## src/rtl/tlc_phase_arbiter.sv

```systemverilog
// Request arbiter in front of the traffic light controller: latches pedestrian
// and side-road requests, grants them round-robin, lets emergency preemption
// override everything, and hands one phase at a time to the light controller.
module tlc_phase_arbiter #(
  parameter logic [23:0] TIME_BASE     = 24'd9_999_999,
  parameter logic [9:0]  MIN_GAP       = 10'd100,
  parameter logic [9:0]  SERVE_TIMEOUT = 10'd600
) (
  input  logic       clk,
  input  logic       rst,
  input  logic       blink,
  input  logic       ped_main_btn,
  input  logic       ped_side_btn,
  input  logic       veh_side_sense,
  input  logic       emerg_req,
  input  logic       emerg_dir,
  input  logic       phase_ack,
  input  logic       phase_done,
  output logic       phase_valid,
  output logic [2:0] phase_code,
  output logic       phase_abort,
  output logic       ped_main_wait,
  output logic       ped_side_wait,
  output logic       emerg_active,
  output logic       fault,
  output logic       busy
);

  typedef enum logic [2:0] {
    S_IDLE, S_ISSUE, S_SERVE, S_E_ISSUE, S_E_SERVE, S_GAP
  } state_t;

  state_t      state_q, state_d;
  logic [23:0] div_q, div_d;
  logic [2:0]  req_q, req_d;      // previous request inputs, for edge detect
  logic [2:0]  pend_q, pend_d;    // 0 ped_main, 1 ped_side, 2 veh_side
  logic [1:0]  ptr_q, ptr_d;      // last granted source
  logic [1:0]  src_q, src_d;      // source of the phase being issued/served
  logic [2:0]  code_q, code_d;
  logic [9:0]  cnt_q, cnt_d;      // shared timeout / gap counter
  logic        abort_q, abort_d;
  logic        fault_q, fault_d;

  logic        tick;
  logic [2:0]  req_in, rise, clr, reinstate;
  logic [1:0]  cand1, cand2;
  logic        grant_valid;
  logic [1:0]  grant_src;
  logic        timeout;

  function automatic logic [1:0] next_src(input logic [1:0] p);
    return (p == 2'd2) ? 2'd0 : p + 2'd1;
  endfunction

  assign tick    = (div_q == TIME_BASE);
  assign req_in  = {veh_side_sense, ped_side_btn, ped_main_btn};
  assign rise    = req_in & ~req_q;
  // The counter expires on the tick that would take it to zero.
  assign timeout = tick && (cnt_q <= 10'd1);

  // Round-robin pick among pending sources, starting after the last grant.
  always_comb begin
    cand1       = next_src(ptr_q);
    cand2       = next_src(cand1);
    grant_valid = 1'b1;
    grant_src   = ptr_q;
    if (pend_q[cand1])      grant_src = cand1;
    else if (pend_q[cand2]) grant_src = cand2;
    else if (pend_q[ptr_q]) grant_src = ptr_q;
    else                    grant_valid = 1'b0;
  end

  // Next-state logic for the FSM, counters and request bookkeeping.
  always_comb begin
    state_d   = state_q;
    div_d     = tick ? 24'd0 : div_q + 24'd1;
    req_d     = req_in;
    ptr_d     = ptr_q;
    src_d     = src_q;
    code_d    = code_q;
    cnt_d     = cnt_q;
    abort_d   = 1'b0;
    fault_d   = 1'b0;
    clr       = 3'b000;
    reinstate = 3'b000;

    case (state_q)
      S_IDLE: begin
        if (emerg_req) begin
          state_d = S_E_ISSUE;
          code_d  = emerg_dir ? 3'd5 : 3'd4;
        end else if (!blink && grant_valid) begin
          state_d = S_ISSUE;
          src_d   = grant_src;
          code_d  = {1'b0, grant_src} + 3'd1;
        end
      end
      S_ISSUE: begin
        if (phase_ack) begin
          clr[src_q] = 1'b1;
          ptr_d      = src_q;
          cnt_d      = SERVE_TIMEOUT;
          state_d    = S_SERVE;
        end
      end
      S_SERVE: begin
        if (phase_done) begin
          state_d = S_GAP;
          cnt_d   = MIN_GAP;
        end else if (emerg_req) begin
          // Preempted phase goes back into the queue so it is served later.
          abort_d          = 1'b1;
          reinstate[src_q] = 1'b1;
          state_d          = S_E_ISSUE;
          code_d           = emerg_dir ? 3'd5 : 3'd4;
        end else if (timeout) begin
          fault_d = 1'b1;
          state_d = S_GAP;
          cnt_d   = MIN_GAP;
        end else if (tick) begin
          cnt_d = cnt_q - 10'd1;
        end
      end
      S_E_ISSUE: begin
        if (phase_ack) begin
          cnt_d   = SERVE_TIMEOUT;
          state_d = S_E_SERVE;
        end
      end
      S_E_SERVE: begin
        if (phase_done) begin
          state_d = S_GAP;
          cnt_d   = MIN_GAP;
        end else if (timeout) begin
          fault_d = 1'b1;
          state_d = S_GAP;
          cnt_d   = MIN_GAP;
        end else if (tick) begin
          cnt_d = cnt_q - 10'd1;
        end
      end
      S_GAP: begin
        if (emerg_req) begin
          state_d = S_E_ISSUE;
          code_d  = emerg_dir ? 3'd5 : 3'd4;
        end else if (cnt_q == 10'd0) begin
          state_d = S_IDLE;
        end else if (tick) begin
          cnt_d = cnt_q - 10'd1;
        end
      end
      default: state_d = S_IDLE;
    endcase

    // A new edge in the same cycle as its ack keeps the request pending.
    pend_d = (pend_q & ~clr) | rise | reinstate;
  end

  // State and datapath registers, cleared asynchronously.
  always_ff @(posedge clk or posedge rst) begin
    if (rst) begin
      state_q <= S_IDLE;
      div_q   <= 24'd0;
      req_q   <= 3'b000;
      pend_q  <= 3'b000;
      ptr_q   <= 2'd2;
      src_q   <= 2'd0;
      code_q  <= 3'd0;
      cnt_q   <= 10'd0;
      abort_q <= 1'b0;
      fault_q <= 1'b0;
    end else begin
      state_q <= state_d;
      div_q   <= div_d;
      req_q   <= req_d;
      pend_q  <= pend_d;
      ptr_q   <= ptr_d;
      src_q   <= src_d;
      code_q  <= code_d;
      cnt_q   <= cnt_d;
      abort_q <= abort_d;
      fault_q <= fault_d;
    end
  end

  assign phase_valid   = (state_q == S_ISSUE) || (state_q == S_E_ISSUE);
  assign phase_code    = phase_valid ? code_q : 3'd0;
  assign phase_abort   = abort_q;
  assign fault         = fault_q;
  assign ped_main_wait = pend_q[0];
  assign ped_side_wait = pend_q[1];
  assign emerg_active  = (state_q == S_E_ISSUE) || (state_q == S_E_SERVE);
  assign busy          = (state_q != S_IDLE);

endmodule
```

## config.mk

```make
export PLATFORM = sky130hd
export DESIGN_NAME = tlc_phase_arbiter
export DESIGN_NICKNAME = d
export VERILOG_FILES = /design/src/rtl/tlc_phase_arbiter.sv
export SDC_FILE = /design/constraint.sdc
export NUM_CORES = 1
export LEC_CHECK = 0
export BUFFER_PORTS_ARGS = -buffer_cell sky130_fd_sc_hd__buf_4
export CORE_MARGIN = 3
export CORE_UTILIZATION = 40
export CTS_BUF_LIST = sky130_fd_sc_hd__clkbuf_8
export DETAILED_ROUTE_END_ITERATION = 8
export PLACE_DENSITY = 0.66
export SLEW_MARGIN = 40
export SYNTH_ARGS = -nofsm -noshare
export SYNTH_HDL_FRONTEND = slang
export SYNTH_SLANG_ARGS = --single-unit
```

## constraint.sdc

```tcl
create_clock -name clk -period 2.6 [get_ports clk]
set_clock_uncertainty 0.15 [all_clocks]
set_input_delay 0.13 -clock clk [delete_from_list [all_inputs] [get_ports clk]]
set_output_delay 0.13 -clock clk [all_outputs]
set_load 0.01 [all_outputs]
```

==> summary.txt <==
Status
  – Status: finished clean

Synthesis
  – Synth Flop Type: dfrtp_1
  – Synth cell types: 56
  – Top cells by count, synth: dfrtp_1, nor2_1, o21ai_0, nand2_1, nand3_1
  – Top-area cell type share of the netlist area: 44.7%
  – Cell Area, Synth: 0.00286 mm^2
  – Syn_area_per_cell: 9.78 um^2
  – EDFF count, synth: 0
  – Seq cells post-synth: 52
  – Synthesized net count: 307
  – Synth async-reset ratio: 100%
  – Syn Inst Count: 292
  – Synth warnings: 0
  – Most frequent cell after synthesis: dfrtp_1
  – Seq/Total Area, Yosys: 45.6%
  – Top post-synthesis cells by area: dfrtp_1, o21ai_0, xnor2_1
  – Post-synth top area cell: dfrtp_1

Critical path
  – Crit path cell chain: ha_2, and4_1, nand3_1, or4_4, nor2_2, o21ai_0, a211o_1
  – Startpoint types: flop
  – Critical-path top delay cell: or4_4
  – Flop-to-flop setup slack: 0.12 ns
  – CP max stage delay: 0.58 ns
  – Critical Path RT: 2.64 ns
  – Crit end category: flop
  – CP Max Fanout: 8
  – CP arrival: 2.52 ns
  – Critical path class: flop to flop

Detailed routing
  – Final wirelength: 6340 um
  – Per-cell routed wire length: 14.9 um
  – Vias post-DR: 2,365
  – Routed vias/inst: 5.55
  – ANT nets after route: 0
  – DRT iter0 DRCs: 134
  – DRC viols: 0
  – DRT Pass-1 Iters: 4

Clock network
  – Clock tree from TritonCTS: yes
  – Worst skew pair latency: 0.30 ns
  – Deepest clock path buffer count: 2
  – Total CTS buffers: 5
  – CTS Sinks: 52
  – Post-CTS Setup Repair Bufs: 0
  – H-tree depth: 2
  – Root buf cell: clkbuf_8
  – Clk pin slew, worst setup/hold paths: 0.10 ns

STA
  – TNS Setup: 0 ns
  – RSZ-0062 raised after global routing: false
  – Tmin final: 2.48 ns
  – Final Hold Vio Count: 0
  – Max-slew headroom: 66.3%
  – Fmax: 0.403 GHz
  – Crit share post-route: 95.3%
  – Fin. max-slew vios: 0
  – Fin Hold WS: 0.0463 ns
  – Final setup fails: 0
  – Worst slew pin tran: 0.505 ns

Floorplan
  – Die height: 90.5 um
  – I/O Pins: 20
  – Row cnt: 30
  – Initial core utilization: 41.6%
  – Core ar.: 0.00687 mm^2
  – Die ar.: 0.00819 mm^2
  – Die width: 90.5 um

Finish
  – Net count, final: 344
  – Final core occ: 49.1%
  – Area grow syn2layout: 18.2%
  – Layout fillers: 650
  – Fin cells: 426
  – Antenna cells: 0
  – Layout cell share with drive strength beyond 1: 18.8%

Global route
  – GR Overflow Total: 0
  – Number of global-route vias before repair: 2,313
  – Antenna violations before repair: 0
  – Largest net degree at the start of global routing: 53
  – First-pass GRT wire length: 11,300 um
  – Gr usage total: 16.3%

Placement
  – Placer congestion estimate: 0.832
  – Post-DP HPWL: 4650 um
  – Placed insts: 414
  – Number of buffers added on ports: 19

Power and ir drop
  – Pwr/cell area: 817 mW/mm^2
  – VDD IR max: 0.485 mV
  – Leakage power: 0.00152 uW

Flow run
  – Maxcap violations: 0

Worst hold path
  – Hold Path Class: input pin to flop
## what timing repair did
item | in CTS | in global routing
gates resized for setup | 0 | 1
hold buffers | 4 | 0
endpoints found under the setup margin | 0 | 3
hold endpoints to repair | 58 | 0
## critical path, delay by kind of cell (launching register included)
kind / cells / cell delay [ns]
compound gates: 2 / 0.43
flops: 1 / 0.41
simple gates: 4 / 1.15
fa+ha+maj: 1 / 0.23
## cell usage in the layout, fill, tap and decap left out, types with 3 or more instances in the layout
master and instances:
buf_4 33, a211o_1 3, mux2_2 6, a41o_1 4, and3_1 10, o22ai_1 4, nand3_1 17, ha_1 4
nor2_1 24, o21ai_0 20, o221ai_1 3, nor3_1 6, nor2b_1 4, and2_1 4, xnor2_1 11, dlygate4sd3_1 4
xor2_1 8, a21oi_1 7, nand2b_1 12, or3_1 4, inv_1 14, dfrtp_1 51, o31ai_1 3, nand2_1 19
and4_1 3, clkbuf_8 6
## sequential cells by signal (all words and copies together) (netlist names)
| register | count |
|---|---|
| cnt_q | 10 |
| fault | 1 |
| code_q | 3 |
| req_q | 3 |
| pend_q | 3 |
| state_q | 3 |
| src_q | 2 |
| div_q | 24 |
| ptr_q | 2 |
| phase_abort | 1 |
## routing by layer
metal	vias to the layer above	wire length, um	track usage, %
met5	-	0	0
met4	0	65	5.10
met3	6	214	2.67
met2	59	2960	26.1
met1	1161	3100	22.6
li1	1139	-	-
## power breakdown
group          internal, uW  switching (uW)  leakage (uW)
Combinational           484             566      0.000803
Sequential              945             176      0.000651
Clock                   315             270     0.0000614
Total                  1740            1010       0.00152
## logic make-up (layout without fill, tap and decap cells)
family | after synthesis | in the layout | share of synthesized area, %
muxes | 7 | 7 | 2.72
AOI/OAI and AO/OA | 65 | 65 | 15.7
adders and majority gates | 5 | 5 | 2.19
and+or+nand+nor | 121 | 121 | 24.6
xor gates and xnor gates | 19 | 19 | 5.83
DFF | 52 | 52 | 45.6
buffers and inverters | 23 | 61 | 3.33
## final timing paths
kind	from	to	depth (start not counted)
max	div_q[0]$_DFF_PP0_	cnt_q[4]$_DFFE_PP0P_	7
min	phase_ack	state_q[1]$_DFFE_PP0P_	3
max reg2reg	div_q[0]$_DFF_PP0_	cnt_q[4]$_DFFE_PP0P_	7
min reg2reg	req_q[2]$_DFF_PP0_	pend_q[2]$_DFF_PP0_	1
max in group asynchronous	rst	ptr_q[1]$_DFFE_PP1P_	4
min in group asynchronous	rst	req_q[1]$_DFF_PP0_	4
## through the flow
stage,instance area (um^2),total power (uW),setup WS (ns)
detailed placement,3210,2180,0.136
floorplan,2860,1780,0.236
global route,3380,2960,0.0129
finish,3380,2760,0.121
CTS,3370,2770,0.114
global placement,3210,2150,0.201
## layout make-up
| type | count | area [um^2] | share of cell area, % |
|---|---|---|---|
| clock buffer | 6 | 82.6 | 2.45 |
| clock inverter | 2 | 38.8 | 1.15 |
| inverter | 15 | 56.3 | 1.67 |
| multi-input combinational | 217 | 1470 | 43.5 |
| sequential | 52 | 1300 | 38.6 |
| tap | 96 | 120 | 3.56 |
| timing repair buffer | 38 | 308 | 9.12 |
(Power assumes the default switching activity.)
